==> config.mk <==
export PLATFORM = sky130hd
export DESIGN_NAME = uart_tx_frame
export DESIGN_NICKNAME = d
export VERILOG_FILES = /design/src/rtl/uart_pkg.sv /design/src/rtl/uart_tx_frame_baud.sv /design/src/rtl/uart_tx_frame.sv
export SDC_FILE = /design/constraint.sdc
export NUM_CORES = 1
export LEC_CHECK = 0
export CAP_MARGIN = 25
export CORE_UTILIZATION = 60
export CTS_CLUSTER_DIAMETER = 60
export CTS_CLUSTER_SIZE = 10
export DETAILED_ROUTE_END_ITERATION = 7
export GPL_TIMING_DRIVEN = 0
export HOLD_SLACK_MARGIN = 0.1
export PLACE_DENSITY = 0.88
export SLEW_MARGIN = 0
export SYNTH_ARGS = -nofsm -noshare
export SYNTH_HDL_FRONTEND = slang
export SYNTH_HIERARCHICAL = 1
export SYNTH_SLANG_ARGS = --single-unit
==> constraint.sdc <==
create_clock -name clk -period 4.58 [get_ports clk]
set_input_delay 0.916 -clock clk [delete_from_list [all_inputs] [get_ports clk]]
set_output_delay 0.916 -clock clk [all_outputs]
set_load 0.05 [all_outputs]
==> src/rtl/uart_pkg.sv <==
// uart_pkg: shared definitions for the UART transmitter (and a matching receiver).
//   PARITY_NONE / PARITY_EVEN / PARITY_ODD : values of the PARITY parameter
//   tx_state_t                             : transmitter FSM state encoding
//   frame_bits()                           : bit periods in one frame for a given format
package uart_pkg;

    localparam int PARITY_NONE = 0;
    localparam int PARITY_EVEN = 1;
    localparam int PARITY_ODD  = 2;

    typedef enum logic [2:0] {
        ST_IDLE   = 3'd0,
        ST_START  = 3'd1,
        ST_DATA   = 3'd2,
        ST_PARITY = 3'd3,
        ST_STOP   = 3'd4
    } tx_state_t;

    // Start bit + data bits + optional parity bit + stop bits.
    function automatic int frame_bits(input int data_width, input int parity, input int stop_bits);
        return 1 + data_width + ((parity != PARITY_NONE) ? 1 : 0) + stop_bits;
    endfunction

endpackage

==> src/rtl/uart_tx_frame_baud.sv <==
// uart_baud_gen: free-running modulo-DIV counter producing one bit-period strobe.
//   clk    : system clock
//   rst_n  : asynchronous active-low reset (counter to 0)
//   clear  : synchronous restart of the bit period (counter to 0 on the next edge)
//   strobe : high during the last cycle of each bit period (count == DIV-1)
module uart_baud_gen #(
    parameter int DIV = 128
) (
    input  logic clk,
    input  logic rst_n,
    input  logic clear,
    output logic strobe
);

    localparam int            CW   = (DIV > 1) ? $clog2(DIV) : 1;
    localparam logic [CW-1:0] LAST = CW'(DIV - 1);

    logic [CW-1:0] count;

    always_ff @(posedge clk or negedge rst_n) begin
        if (!rst_n) begin
            count <= '0;
        end else if (clear || (count == LAST)) begin
            count <= '0;
        end else begin
            count <= count + 1'b1;
        end
    end

    assign strobe = (count == LAST);

endmodule

==> src/rtl/uart_tx_frame.sv <==
// uart_tx_frame: parametrised UART transmitter with a one-entry holding register.
//   clk        : system clock
//   rst_n      : asynchronous active-low reset
//   s_valid    : source presents a byte on s_data
//   s_ready    : holding register empty (byte taken on s_valid && s_ready)
//   s_data     : byte to send, sampled only on the accept edge
//   tx_line    : serial output, idle high
//   busy       : a frame is on the line
//   frame_done : one-cycle pulse after the last stop bit of each frame
// Handshake: a byte moves on every rising clk edge where s_valid && s_ready are both
// high; s_valid is ignored while s_ready is low, and s_ready never depends on s_valid.
module uart_tx_frame
    import uart_pkg::*;
#(
    parameter int CLK_FREQ   = 14745600,
    parameter int BAUDRATE   = 115200,
    parameter int DATA_WIDTH = 8,
    parameter int PARITY     = 0,
    parameter int STOP_BITS  = 1
) (
    input  logic                  clk,
    input  logic                  rst_n,
    input  logic                  s_valid,
    output logic                  s_ready,
    input  logic [DATA_WIDTH-1:0] s_data,
    output logic                  tx_line,
    output logic                  busy,
    output logic                  frame_done
);

    localparam int            DIV       = CLK_FREQ / BAUDRATE;
    localparam int            BW        = $clog2(DATA_WIDTH);
    localparam logic [BW-1:0] BIT_LAST  = BW'(DATA_WIDTH - 1);
    localparam logic          STOP_LAST = (STOP_BITS == 2);
    localparam logic          PAR_INV   = (PARITY == PARITY_ODD);

    if (DIV < 2) begin : g_bad_div
        $error("uart_tx_frame: CLK_FREQ/BAUDRATE must be at least 2");
    end
    if (DATA_WIDTH < 5 || DATA_WIDTH > 9) begin : g_bad_width
        $error("uart_tx_frame: DATA_WIDTH must be 5..9");
    end
    if (PARITY < PARITY_NONE || PARITY > PARITY_ODD) begin : g_bad_parity
        $error("uart_tx_frame: PARITY must be 0, 1 or 2");
    end
    if (STOP_BITS != 1 && STOP_BITS != 2) begin : g_bad_stop
        $error("uart_tx_frame: STOP_BITS must be 1 or 2");
    end

    tx_state_t             state_q, state_d;
    logic [BW-1:0]         bit_idx_q, bit_idx_d;
    logic                  stop_idx_q, stop_idx_d;
    logic [DATA_WIDTH-1:0] hold_q;
    logic                  hold_full_q, hold_full_d;
    logic [DATA_WIDTH-1:0] data_q;
    logic                  par_q;
    logic                  strobe;
    logic                  accept;
    logic                  load;
    logic                  last_stop_strobe;
    logic                  tx_d;

    assign accept           = s_valid && s_ready;
    assign last_stop_strobe = (state_q == ST_STOP) && (stop_idx_q == STOP_LAST) && strobe;
    // Loading from the final stop strobe is what makes back-to-back frames gapless.
    assign load             = hold_full_q && ((state_q == ST_IDLE) || last_stop_strobe);

    // Restarting the bit period on every load keeps frames free of phase carry-over.
    uart_baud_gen #(
        .DIV(DIV)
    ) u_baud (
        .clk   (clk),
        .rst_n (rst_n),
        .clear (load),
        .strobe(strobe)
    );

    // Holding register. Accept and load cannot coincide: accept needs it empty,
    // load needs it full.
    always_comb begin
        hold_full_d = hold_full_q;
        if (accept) begin
            hold_full_d = 1'b1;
        end else if (load) begin
            hold_full_d = 1'b0;
        end
    end

    always_ff @(posedge clk or negedge rst_n) begin
        if (!rst_n) begin
            hold_q      <= '0;
            hold_full_q <= 1'b0;
            s_ready     <= 1'b1;
        end else begin
            if (accept) begin
                hold_q <= s_data;
            end
            hold_full_q <= hold_full_d;
            s_ready     <= !hold_full_d;
        end
    end

    // Frame data is copied out of the holding register so the next byte can be
    // accepted while this one is still on the line.
    always_ff @(posedge clk or negedge rst_n) begin
        if (!rst_n) begin
            data_q <= '0;
            par_q  <= 1'b0;
        end else if (load) begin
            data_q <= hold_q;
            par_q  <= (^hold_q) ^ PAR_INV;
        end
    end

    // FSM: state register.
    always_ff @(posedge clk or negedge rst_n) begin
        if (!rst_n) begin
            state_q    <= ST_IDLE;
            bit_idx_q  <= '0;
            stop_idx_q <= 1'b0;
        end else begin
            state_q    <= state_d;
            bit_idx_q  <= bit_idx_d;
            stop_idx_q <= stop_idx_d;
        end
    end

    // FSM: next state. Apart from a load, state only advances on the bit strobe.
    always_comb begin
        state_d    = state_q;
        bit_idx_d  = bit_idx_q;
        stop_idx_d = stop_idx_q;
        if (load) begin
            state_d = ST_START;
        end else if (strobe) begin
            case (state_q)
                ST_START: begin
                    state_d   = ST_DATA;
                    bit_idx_d = '0;
                end
                ST_DATA: begin
                    if (bit_idx_q == BIT_LAST) begin
                        state_d    = (PARITY != PARITY_NONE) ? ST_PARITY : ST_STOP;
                        stop_idx_d = 1'b0;
                    end else begin
                        bit_idx_d = bit_idx_q + 1'b1;
                    end
                end
                ST_PARITY: begin
                    state_d    = ST_STOP;
                    stop_idx_d = 1'b0;
                end
                ST_STOP: begin
                    if (stop_idx_q == STOP_LAST) begin
                        state_d = ST_IDLE;
                    end else begin
                        stop_idx_d = 1'b1;
                    end
                end
                default: state_d = ST_IDLE;
            endcase
        end
    end

    // FSM: outputs. Decoded from the next state so the registered tx_line shows the
    // start bit on the edge right after the load.
    always_comb begin
        tx_d = 1'b1;
        case (state_d)
            ST_START:  tx_d = 1'b0;
            ST_DATA:   tx_d = data_q[bit_idx_d];
            ST_PARITY: tx_d = par_q;
            default:   tx_d = 1'b1;
        endcase
    end

    always_ff @(posedge clk or negedge rst_n) begin
        if (!rst_n) begin
            tx_line    <= 1'b1;
            busy       <= 1'b0;
            frame_done <= 1'b0;
        end else begin
            tx_line    <= tx_d;
            busy       <= (state_d != ST_IDLE);
            frame_done <= last_stop_strobe;
        end
    end

endmodule

==> flow_summary.json <==
{
  "status": "completed",
  "setup.worst_path.class": "flop to output pin",
  "critical_path.top_delay_family": "buffers and inverters",
  "synth_fp_nets": 181,
  "cts_hold_buffers": 0,
  "ant_nets": 0,
  "syn-instance-count": 168,
  "synth-seq-cells": 35,
  "global_route_wire_length_before_repair_um": 5747,
  "cellPowerDensity_nw_per_um2": 346.7,
  "cp.arrival_ns": 1.67,
  "cts-buffers-inserted": 5,
  "post_cts_buffers": 0,
  "timing.critical_path.buf_inv": 1,
  "clock_insertion_delay_worst_skew_ns": 0.33,
  "library_cell_contributing_the_largest_single_delay_on_the_critical_path": "sky130_fd_sc_hd__clkdlybuf4s50_1",
  "die_y_um": 55.39,
  "syn_area_per_cell_um2": 10.18,
  "maximum_number_of_pins_on_one_net_before_global_route_repair": 36,
  "filler_cell_count": 169,
  "maxCapViolCount": 0,
  "ys.warnings.count": 6,
  "critical_path_peak_fanout": 2,
  "grt_setup_unrepaired": "no",
  "cts-resized-gates": 0,
  "final_setup_tns_ns": 0,
  "areaGrowthSynthToFinish_pct": 14.12,
  "post-layout-total-power_uw": 676.7,
  "die_x_um": 55.39,
  "drt-initial-drc-count": 44,
  "max_stage_delay_ns": 0.80,
  "kind_of_start_point_of_the_critical_path": "flop",
  "worst_ir_drop_vdd_mv": 0.3101,
  "yosysUniqueCellTypes": 40,
  "synth_sequential_area_ratio": 0.5135,
  "io_pins": 15,
  "nNetsFinal": 202,
  "antenna_cells_inserted": 0,
  "final.hold.worst_slack_ns": 0.4699,
  "htree_num_levels": 2,
  "drt-pass1-iter-count": 4,
  "std_cell_rows": 18,
  "final-hold-violation-count": 0,
  "cts_tree": "yes",
  "via_count_of_the_routed_design": 1305,
  "drt-vias-per-instance": 5.932,
  "period_minus_slack_ns": 2.589,
  "final_common_cell": "sky130_fd_sc_hd__nand2_1",
  "crit_chain": "clkdlybuf4s50_1",
  "setup-violations-final": 0,
  "gp_routability_congestion": 0.8675,
  "worst_clock_skew_ns": 0.008257,
  "cts-root-to-sink-buffers": 2,
  "clkSlewWorstSetupHoldPaths_ns": 0.09,
  "floorplan.initialDensity": 0.6604,
  "die_area_um2": 3068,
  "wl_um": 3213,
  "root_buffer": "sky130_fd_sc_hd__clkbuf_4",
  "globalRouteTotalUtil": 0.2439,
  "cts.sink_count": 35,
  "holdCritPathClass": "flop to flop",
  "max_clock_freq_ghz": 0.3862,
  "floorplan.core_area_um2": 2590,
  "place.detailed.hpwl_um": 2380,
  "layout_worst_path_cycle_share": 0.5653,
  "timing_worst_slew_pin_value_ns": 0.7187,
  "avgRoutedWirePerCell_um": 14.60,
  "drc_errors": 0,
  "worst_rel_slew_slack": 0.5209,
  "slew_violations": 0,
  "worst-endpoint-required_ns": 3.66,
  "post_route_cells_drive_above_1_share": 0.1579,
  "mappedNetlistArea_um2": 1710,
  "endpoint_kind": "output pin",
  "static-leakage-power_uw": 0.0008651,
  "overflow": 0,
  "port_buffers": 14,
  "layout.cells.most_common_list": "sky130_fd_sc_hd__nand2_1, sky130_fd_sc_hd__dfrtp_1, sky130_fd_sc_hd__clkdlybuf4s50_1",
  "grt_antenna_before_repair": 0,
  "first_global_vias": 1273
}
## worst register-to-register path, stage by stage, from the launching register on
cell,delay [ns]
sky130_fd_sc_hd__dfrtp_1,0.38
sky130_fd_sc_hd__ha_1,0.21
sky130_fd_sc_hd__nand3_2,0.14
sky130_fd_sc_hd__nor2_1,0.42
sky130_fd_sc_hd__nor2b_2,0.34
sky130_fd_sc_hd__nand3_1,0.21
sky130_fd_sc_hd__a221oi_2,0.30
sky130_fd_sc_hd__o21ai_1,0.10
sky130_fd_sc_hd__a31oi_1,0.18
## state kept, by name (all words and copies together), names as in the netlist
name and count:
bit_idx_q 3, s_ready 1, u_baud/count 7, hold_q 8
frame_done 1, hold_full_q 1, data_q 8, par_q 1
tx_line 1, busy 1, state_q 3
## path summary, 6_finish.rpt
kind                            startpoint               to  slack (ns)  cells past startpoint
min in group asynchronous            rst_n            par_q        0.63                      1
hold / removal             u_baud/count[0]  u_baud/count[0]        0.47                      1
setup reg to reg           u_baud/count[0]          tx_line        2.25                      8
setup / recovery                   s_ready          s_ready        1.99                      1
hold reg to reg            u_baud/count[0]  u_baud/count[0]        0.47                      1
max in group asynchronous            rst_n        hold_q[6]        3.50                      1
## metal layers
layer	part of all wire	global-route usage	vias to the layer above
met5	0	0	-
met1	0.42	0.3041	630
met3	0.032	0.06089	8
met4	0.028	0.1393	0
li1	-	-	636
met2	0.52	0.3873	31
## cell type report
cell class,count,area (um^2),share of cell area
Sequential cell,35,878.3,0.4500
Buffer,4,25.02,0.01282
Inverter,5,18.77,0.009615
Multi-Input combinational cell,124,788.3,0.4038
Clock buffer,8,68.82,0.03526
Tap cell,30,37.54,0.01923
Timing Repair Buffer,14,135.1,0.06923
## cell usage after synthesis, drive strengths merged
cell type  count  area [um^2]
xnor2          8        70.07
a221oi         3        38.79
buf            3        21.27
mux2i          1        13.76
o21a           1        7.510
nand2b         4        25.02
nand3          8        45.04
dfrtp         33        825.8
nand2         40        150.1
a41oi          1        8.760
o21bai         1        7.510
o31ai          1        7.510
mux2           8        90.09
a31oi          2        12.51
dfstp          2        52.55
a22o           2        17.52
inv            5        18.76
nor2           8        30.03
nand4bb        1        11.26
a21oi          4        23.77
clkbuf         1        3.750
o21ai          8        40.04
nor2b          1        8.760
or3            3        18.77
a32o           1        10.01
and3           1        7.510
a21boi         3        26.27
o22ai          4        25.02
nor3b          1        7.510
xor2           2        17.52
ha             2        25.02
a21o           1        7.510
o32ai          4        35.03
## power breakdown
part	internal (uW)	switching, uW	leakage (uW)
logic	76.4	51.4	0.000387
clock network	90.3	96.4	0.0000386
registers	337	25.2	0.000439
## stage by stage
stage	utilization	setup slack, ns	instance area, um^2	std cells
floorplan	-	2.637	1710	168
global placement	0.7290	1.957	1888	212
detailed placement	0.7271	2.291	1883	212
CTS	0.7536	1.978	1952	220
global route	0.7536	1.947	1952	220
finish	0.7536	1.991	1952	220
## kinds of logic after synthesis
group	count (synthesis)	synth area share
buf+inv	9	0.02560
compound gates	36	0.1565
xor+xnor	10	0.05121
fa+ha+maj	2	0.01463
mux	9	0.06072
simple gates	67	0.1778
flops	35	0.5135
Note: power is estimated with default switching activity, not from simulation.
